[config.mk]
export PLATFORM = sky130hd
export DESIGN_NAME = gray_counter_ud_flat
export DESIGN_NICKNAME = d
export VERILOG_FILES = /design/src/rtl/gray_counter_ud_if.sv /design/src/rtl/gray_counter_ud.sv /design/src/flat_wrapper.sv
export SDC_FILE = /design/constraint.sdc
export NUM_CORES = 1
export LEC_CHECK = 0
export ABC_AREA = 1
export CAP_MARGIN = 40
export CORE_MARGIN = 2
export CORE_UTILIZATION = 33
export DETAILED_ROUTE_END_ITERATION = 12
export SYNTH_ARGS = -nofsm -noshare
export SYNTH_HDL_FRONTEND = slang
export SYNTH_SLANG_ARGS = --single-unit
[constraint.sdc]
create_clock -name clk -period 3.8 [get_ports clk]
set_clock_uncertainty 0.05 [all_clocks]
set_input_delay 0.76 -clock clk [delete_from_list [all_inputs] [get_ports clk]]
set_output_delay 0.76 -clock clk [all_outputs]
set_load 0.02 [all_outputs]
[src/rtl/gray_counter_ud_if.sv]
// Bus bundle for the up/down Gray counter: control and load inputs plus the
// registered count and flag outputs.
interface gray_counter_ud_if #(
  parameter int WIDTH = 4
);
  logic             en;
  logic             up;
  logic             load;
  logic             load_gray;
  logic [WIDTH-1:0] load_val;
  logic [WIDTH-1:0] bin;
  logic [WIDTH-1:0] gray;
  logic             at_max;
  logic             at_min;
  logic             wrap;

  modport master (
    output en, up, load, load_gray, load_val,
    input  bin, gray, at_max, at_min, wrap
  );

  modport slave (
    input  en, up, load, load_gray, load_val,
    output bin, gray, at_max, at_min, wrap
  );
endinterface

[src/rtl/gray_counter_ud.sv]
// Parametrised up/down Gray-code counter with synchronous load (binary or
// Gray), wrap or saturate mode, end-of-range flags and a wrap pulse.
// Binary and Gray outputs come from the same registered next value, so they
// always describe the same count in the same cycle.
module gray_counter_ud #(
  parameter int WIDTH     = 4,
  parameter int SATURATE  = 0,
  parameter int RESET_VAL = 0
) (
  input  logic             clk,
  input  logic             reset,
  gray_counter_ud_if.slave bus
);

  localparam logic [WIDTH-1:0] MAX_VAL = {WIDTH{1'b1}};
  localparam logic [WIDTH-1:0] RST_BIN = WIDTH'(RESET_VAL);

  function automatic logic [WIDTH-1:0] bin2gray(input logic [WIDTH-1:0] b);
    return b ^ (b >> 1);
  endfunction

  function automatic logic [WIDTH-1:0] gray2bin(input logic [WIDTH-1:0] g);
    logic [WIDTH-1:0] b;
    b[WIDTH-1] = g[WIDTH-1];
    for (int i = WIDTH - 2; i >= 0; i--) begin
      b[i] = b[i+1] ^ g[i];
    end
    return b;
  endfunction

  // Returns {wrap_event, next_value}. In saturate mode an end-of-range step
  // holds the value and reports no wrap.
  function automatic logic [WIDTH:0] step_count(input logic [WIDTH-1:0] b,
                                                input logic             dir);
    logic             at_end;
    logic [WIDTH-1:0] n;
    at_end = dir ? (b == MAX_VAL) : (b == '0);
    n      = dir ? (b + 1'b1) : (b - 1'b1);
    if (at_end && (SATURATE != 0)) begin
      return {1'b0, b};
    end
    return {at_end, n};
  endfunction

  logic [WIDTH-1:0] bin_p0;
  logic             wrap_p0;
  logic [WIDTH:0]   step_p0;

  logic [WIDTH-1:0] bin_p1;
  logic [WIDTH-1:0] gray_p1;
  logic             at_max_p1;
  logic             at_min_p1;
  logic             wrap_p1;

  // Stage p0: next count selection, load has priority over counting.
  always_comb begin
    bin_p0  = bin_p1;
    wrap_p0 = 1'b0;
    step_p0 = step_count(bin_p1, bus.up);
    if (bus.load) begin
      bin_p0 = bus.load_gray ? gray2bin(bus.load_val) : bus.load_val;
    end else if (bus.en) begin
      bin_p0  = step_p0[WIDTH-1:0];
      wrap_p0 = step_p0[WIDTH];
    end
  end

  // Stage p1: register count, its Gray form and the flags from one next value.
  always_ff @(posedge clk) begin
    if (reset) begin
      bin_p1    <= RST_BIN;
      gray_p1   <= bin2gray(RST_BIN);
      at_max_p1 <= (RST_BIN == MAX_VAL);
      at_min_p1 <= (RST_BIN == '0);
      wrap_p1   <= 1'b0;
    end else begin
      bin_p1    <= bin_p0;
      gray_p1   <= bin2gray(bin_p0);
      at_max_p1 <= (bin_p0 == MAX_VAL);
      at_min_p1 <= (bin_p0 == '0);
      wrap_p1   <= wrap_p0;
    end
  end

  assign bus.bin    = bin_p1;
  assign bus.gray   = gray_p1;
  assign bus.at_max = at_max_p1;
  assign bus.at_min = at_min_p1;
  assign bus.wrap   = wrap_p1;

endmodule

[src/flat_wrapper.sv]
// flat-port wrapper written by rule: the top's interface ports become plain ports
module gray_counter_ud_flat 
#(
  parameter int WIDTH     = 4,
  parameter int SATURATE  = 0,
  parameter int RESET_VAL = 0
)
  (clk, reset, bus_en, bus_up, bus_load, bus_load_gray, bus_load_val, bus_bin, bus_gray, bus_at_max, bus_at_min, bus_wrap);
  gray_counter_ud_if #(.WIDTH(WIDTH)) bus_i ();
  input  logic clk;
  input  logic reset;
  input wire logic [$bits(bus_i.en)-1:0] bus_en;
  input wire logic [$bits(bus_i.up)-1:0] bus_up;
  input wire logic [$bits(bus_i.load)-1:0] bus_load;
  input wire logic [$bits(bus_i.load_gray)-1:0] bus_load_gray;
  input wire logic [$bits(bus_i.load_val)-1:0] bus_load_val;
  output wire logic [$bits(bus_i.bin)-1:0] bus_bin;
  output wire logic [$bits(bus_i.gray)-1:0] bus_gray;
  output wire logic [$bits(bus_i.at_max)-1:0] bus_at_max;
  output wire logic [$bits(bus_i.at_min)-1:0] bus_at_min;
  output wire logic [$bits(bus_i.wrap)-1:0] bus_wrap;
  assign bus_i.en = bus_en;
  assign bus_i.up = bus_up;
  assign bus_i.load = bus_load;
  assign bus_i.load_gray = bus_load_gray;
  assign bus_i.load_val = bus_load_val;
  assign bus_bin = bus_i.bin;
  assign bus_gray = bus_i.gray;
  assign bus_at_max = bus_i.at_max;
  assign bus_at_min = bus_i.at_min;
  assign bus_wrap = bus_i.wrap;
  gray_counter_ud #(.WIDTH(WIDTH), .SATURATE(SATURATE), .RESET_VAL(RESET_VAL)) u_core (.clk(clk), .reset(reset), .bus(bus_i));
endmodule
## Yosys cells after proc, flatten, opt, wreduce, memory -nomap -nowiden

Index checks and enable logic that the tools add are counted.

- Flip-flop bits (word level): 11
- Input bits: 10
- Output and inout port bits: 11
- Logic and storage cells: 22

- Add/subtract/negate cells: 2
- Equal/unequal tests: 2
- Mux-type cells: 5
- Bitwise operators: 5
- Reduce and logical (&&, ||, !) cells: 3

Operators by type and width:

| operator | number |
|---|---|
| 2-to-1 mux 4 bit | 3 |
| equality test 4 bit, second input constant | 2 |
| zero test 4 bit | 2 |
| adder 4 x 1 -> 4 bit, second input constant | 1 |
| subtractor 4 x 1 -> 4 bit, second input constant | 1 |
| XOR 4 x 3 -> 4 bit | 1 |
| 2-to-1 mux 3 bit | 1 |
| OR reduction 3 bit | 1 |
| XOR 1 bit | 3 |
| 2-to-1 mux 1 bit | 1 |
| NOT 1 bit | 1 |

## Depth between registers and ports, before layout

- Word-level depth: 6
- Gate-level depth with buffers: 12
- Gate-level depth less buffers: 12

## Worst setup path before layout

OpenSTA, ideal clock, no wires.

- Path type: input to register
- From: in bus_up
- To: reg u_core.gray_p1[2], in the netlist u_core.bus.gray[2]
- Library setup time: 118 ps
- Data arrival time: 1896 ps
- Required time: 3632 ps
- Setup slack: 1735 ps
- Stages on the path: 11
- Path buffers: 0
- Cells stage by stage: inv_1 -> ha_1 -> a21oi_1 -> nand2_1 -> nand2_1 -> nand3_1 -> nand2_1 -> nand2_1 -> ha_1 -> inv_1 -> nor2_1

- Word-level cells in the longest chain between the ends: 4

RTL lines:

| what | line | source |
|---|---|---|
| start, declared | flat_wrapper.sv:13 | `input wire logic [$bits(bus_i.up)-1:0] bus_up;` |
| 2-to-1 mux 4 bit | gray_counter_ud.sv:38 | `n = dir ? (b + 1'b1) : (b - 1'b1);` |
| 2-to-1 mux 4 bit | gray_counter_ud.sv:62 | `end else if (bus.en) begin` |
| 2-to-1 mux 4 bit | gray_counter_ud.sv:60 | `if (bus.load) begin` |
| XOR 4 x 3 -> 4 bit | gray_counter_ud.sv:19 | `return b ^ (b >> 1);` |
| end signal, assigned | gray_counter_ud.sv:72 | `gray_p1 <= bin2gray(RST_BIN);` |
| end signal, assigned | gray_counter_ud.sv:78 | `gray_p1 <= bin2gray(bin_p0);` |
| end, declared | gray_counter_ud.sv:50 | `logic [WIDTH-1:0] gray_p1;` |

No other way between the ends.
A chain may end at the register's enable or synchronous reset.

## Worst setup path in the final report

Same ends and word-level chain as after synthesis.

==> results.yml <==
status:
  status: "completed"
layout:
  stdcell_area_um2: 936
  multi_input_area_um2: 383
  layout.nets: 140
  regArea_um2: 200
  drive_above_1_share: 0.114
  syn2layout_area_growth_pct: 38.0
  fillCellCount: 199
  diodes: 0
  stdcell_count: 150
clocking:
  htreeDepth: 1
  cts_tree: "yes"
  clkTransAtPathRegs_ns: 0.07
  clockBufferDepth: 2
  cts_resized: 0
  insertion_delay_ns: 0.26
  holdBufCountCts: 0
  cts.sinks: 10
  cts_made_buffers: 3
  root_buffer: "clkbuf_4"
  post_cts_buffers: 0
drt:
  vias: 691
  finalWirelength_um: 1550
  met2WireLength_um: 725
  viasPerCell: 4.61
  route.detailed.drc: 0
  wl_per_cell_um: 10.3
  drtIter0Drc: 11
  first_pass_iters: 4
  met3_wirelength_um: 82
  ant_nets: 0
  highest_layer: "met4"
  wl_met1_um: 729
yosys:
  seq_area_frac_synth: 0.295
  ys.warnings.count: 0
  netlist_area_um2: 678
  synth.distinct_cells: 21
  ys_ff_latch: 10
  syn_nets: 117
  postSynthAreaPerCell_um2: 6.71
  syn_inst: 101
worst_setup_path:
  ff2ff_path_depth: 9
  path_class: "primary input to register"
  crit_buf_inv: 3
  arrival_ns: 2.62
  crit_cells: 12
  path_common_cell: "nand2_1"
  critPathLaunchType: "primary input"
  critical_path.top_delay_family: "buffers and inverters"
  required_ns: 3.89
  cp_max_fo: 4
  rrSetupSlack_ns: 1.85
  cp-end-kind: "register"
  critPathSlowestCell: "clkdlybuf4s50_1"
  crit_path_max_incr_delay_ns: 0.55
  path_cells: "clkdlybuf4s50_1 -> inv_1 -> ha_1 -> a21oi_1 -> nand2_1 -> nand2_1 -> nand3_1 -> nand2_1 -> nand2_1 -> ha_1 -> inv_1 -> nor2_1"
floorplanning:
  initial_utilization: 0.349
  die_y_um: 49.3
  ios: 21
  fp.dieW_um: 49.3
  core-area_um2: 1940
  die_area_um2: 2430
  fp-row-count: 16
global_routing:
  grt_pass1_vias: 633
  grt_pass1_wl_um: 2560
  overflow: 0
  antenna_found_initial: 0
  track_usage: 0.134
  grt_max_degree: 10
sta:
  grt_setup_unrepaired: "false"
  min_period_over_period: 0.667
  slew_headroom: 0.726
  max_freq_mhz: 394
  setup_violations: 0
  hold_viol_final: 0
  tightest_slew_ns: 0.410
  hold_slack_ns: 0.619
  finalCriticalPeriod_ns: 2.54
  tns_ns: 0
  drv_slew: 0
power:
  max-vdd-ir-drop_v: 0.000222
  p_per_area_nw_per_um2: 349
  report.power.total_uw: 326
  leakage_nw: 0.468
placed_design:
  detailed_place_hpwl_um: 1250
  port_buffers: 20
  place_area_um2: 900
  place_inst: 146
  globalplace.congestion: 0.749
flow_run:
  maxCapViolCount: 0
worst_hold_path:
  min_path_cells: 2
  hp-class: "register to register"
[report_power, final]
part           internal [mW]  total, mW  switching, mW
logic                 0.0493      0.112         0.0623
clock network         0.0581     0.0934         0.0353
registers              0.115      0.121        0.00639
[per-layer routing]
layer / global-route usage / vias up
met1: 0.165 / 312
met3: 0.0245 / 2
met5: 0 / -
li1: - / 359
met4: 0.0714 / 0
met2: 0.218 / 18
[flip-flops by register name, summed over array words and instances, names as in the netlist]
register and count:
u_core.bus.wrap 1, u_core.bus.at_max 1, u_core.bus.gray 4, u_core.bus.at_min 1, u_core.bus.bin 3
[worst paths after layout]
path	from	end
worst max-delay path	bus_up	u_core.bus.gray[2]
worst min-delay path	u_core.bus.bin[0]	u_core.bus.wrap
worst max register to register	u_core.bus.bin[0]	u_core.bus.at_min
worst min register to register	u_core.bus.bin[0]	u_core.bus.wrap
[cell families (layout without fill, tap and decap cells)]
logic type,after synthesis,after routing,synth area share
DFF,10,10,0.295
and+or+nand+nor,51,51,0.330
adders and majority gates,6,6,0.122
buffers and inverters,24,46,0.140
AOI/OAI and AO/OA,10,10,0.113
[cell type report]
class | instances | area share
Inverter | 22 | 0.0882
Multi-Input combinational cell | 67 | 0.409
Tap cell | 27 | 0.0361
Timing Repair Buffer | 20 | 0.214
Clock buffer | 4 | 0.0388
Sequential cell | 10 | 0.214
[through the flow]
| stage | utilization | setup slack [ns] |
|---|---|---|
| 3_5_place_dp | 0.463 | 1.01 |
| 6_report | 0.482 | 1.26 |
| 5_1_grt | 0.482 | 1.11 |
| 4_1_cts | 0.482 | 1.29 |
| 2_1_floorplan | - | 1.74 |
| 3_3_place_gp | 0.463 | 1.09 |
[worst reg2reg max path: stages, from the launching register on]
cell and delay [ns]:
dfxtp_1 0.44, inv_1 0.12, fa_1 0.49, o211ai_1 0.21
nand2_2 0.14, ha_1 0.21, inv_1 0.05, nor2_1 0.04
nand3_1 0.07, nand2_1 0.05
[layout by cell type (no fill, tap or decap), drive strengths merged]
cell	count
nand3	11
nand2	28
a21oi	6
ha	5
clkbuf	4
o21ai	2
nor3	1
o211ai	1
clkdlybuf4s50	20
dfxtp	10
nor4	1
fa	1
a31oi	1
nand4	1
inv	22
nor2	9
[cells in the mapped netlist]
library cell	n	share of area
nand3_1	11	0.081
nor2_1	9	0.050
nand2_1	23	0.13
nand2_2	5	0.046
a21oi_4	1	0.024
ha_1	5	0.092
inv_1	21	0.12
a21oi_1	3	0.022
a31oi_1	1	0.0092
nor4_1	1	0.0092
o211ai_1	1	0.011
dfxtp_1	10	0.30
a21oi_2	2	0.026
buf_2	1	0.0074
nand4_1	1	0.0092
inv_2	1	0.0055
nor3_1	1	0.0074
o21ai_2	1	0.013
o21ai_0	1	0.0074
fa_1	1	0.030
buf_4	1	0.011
Note: power is estimated with default switching activity, not from simulation.
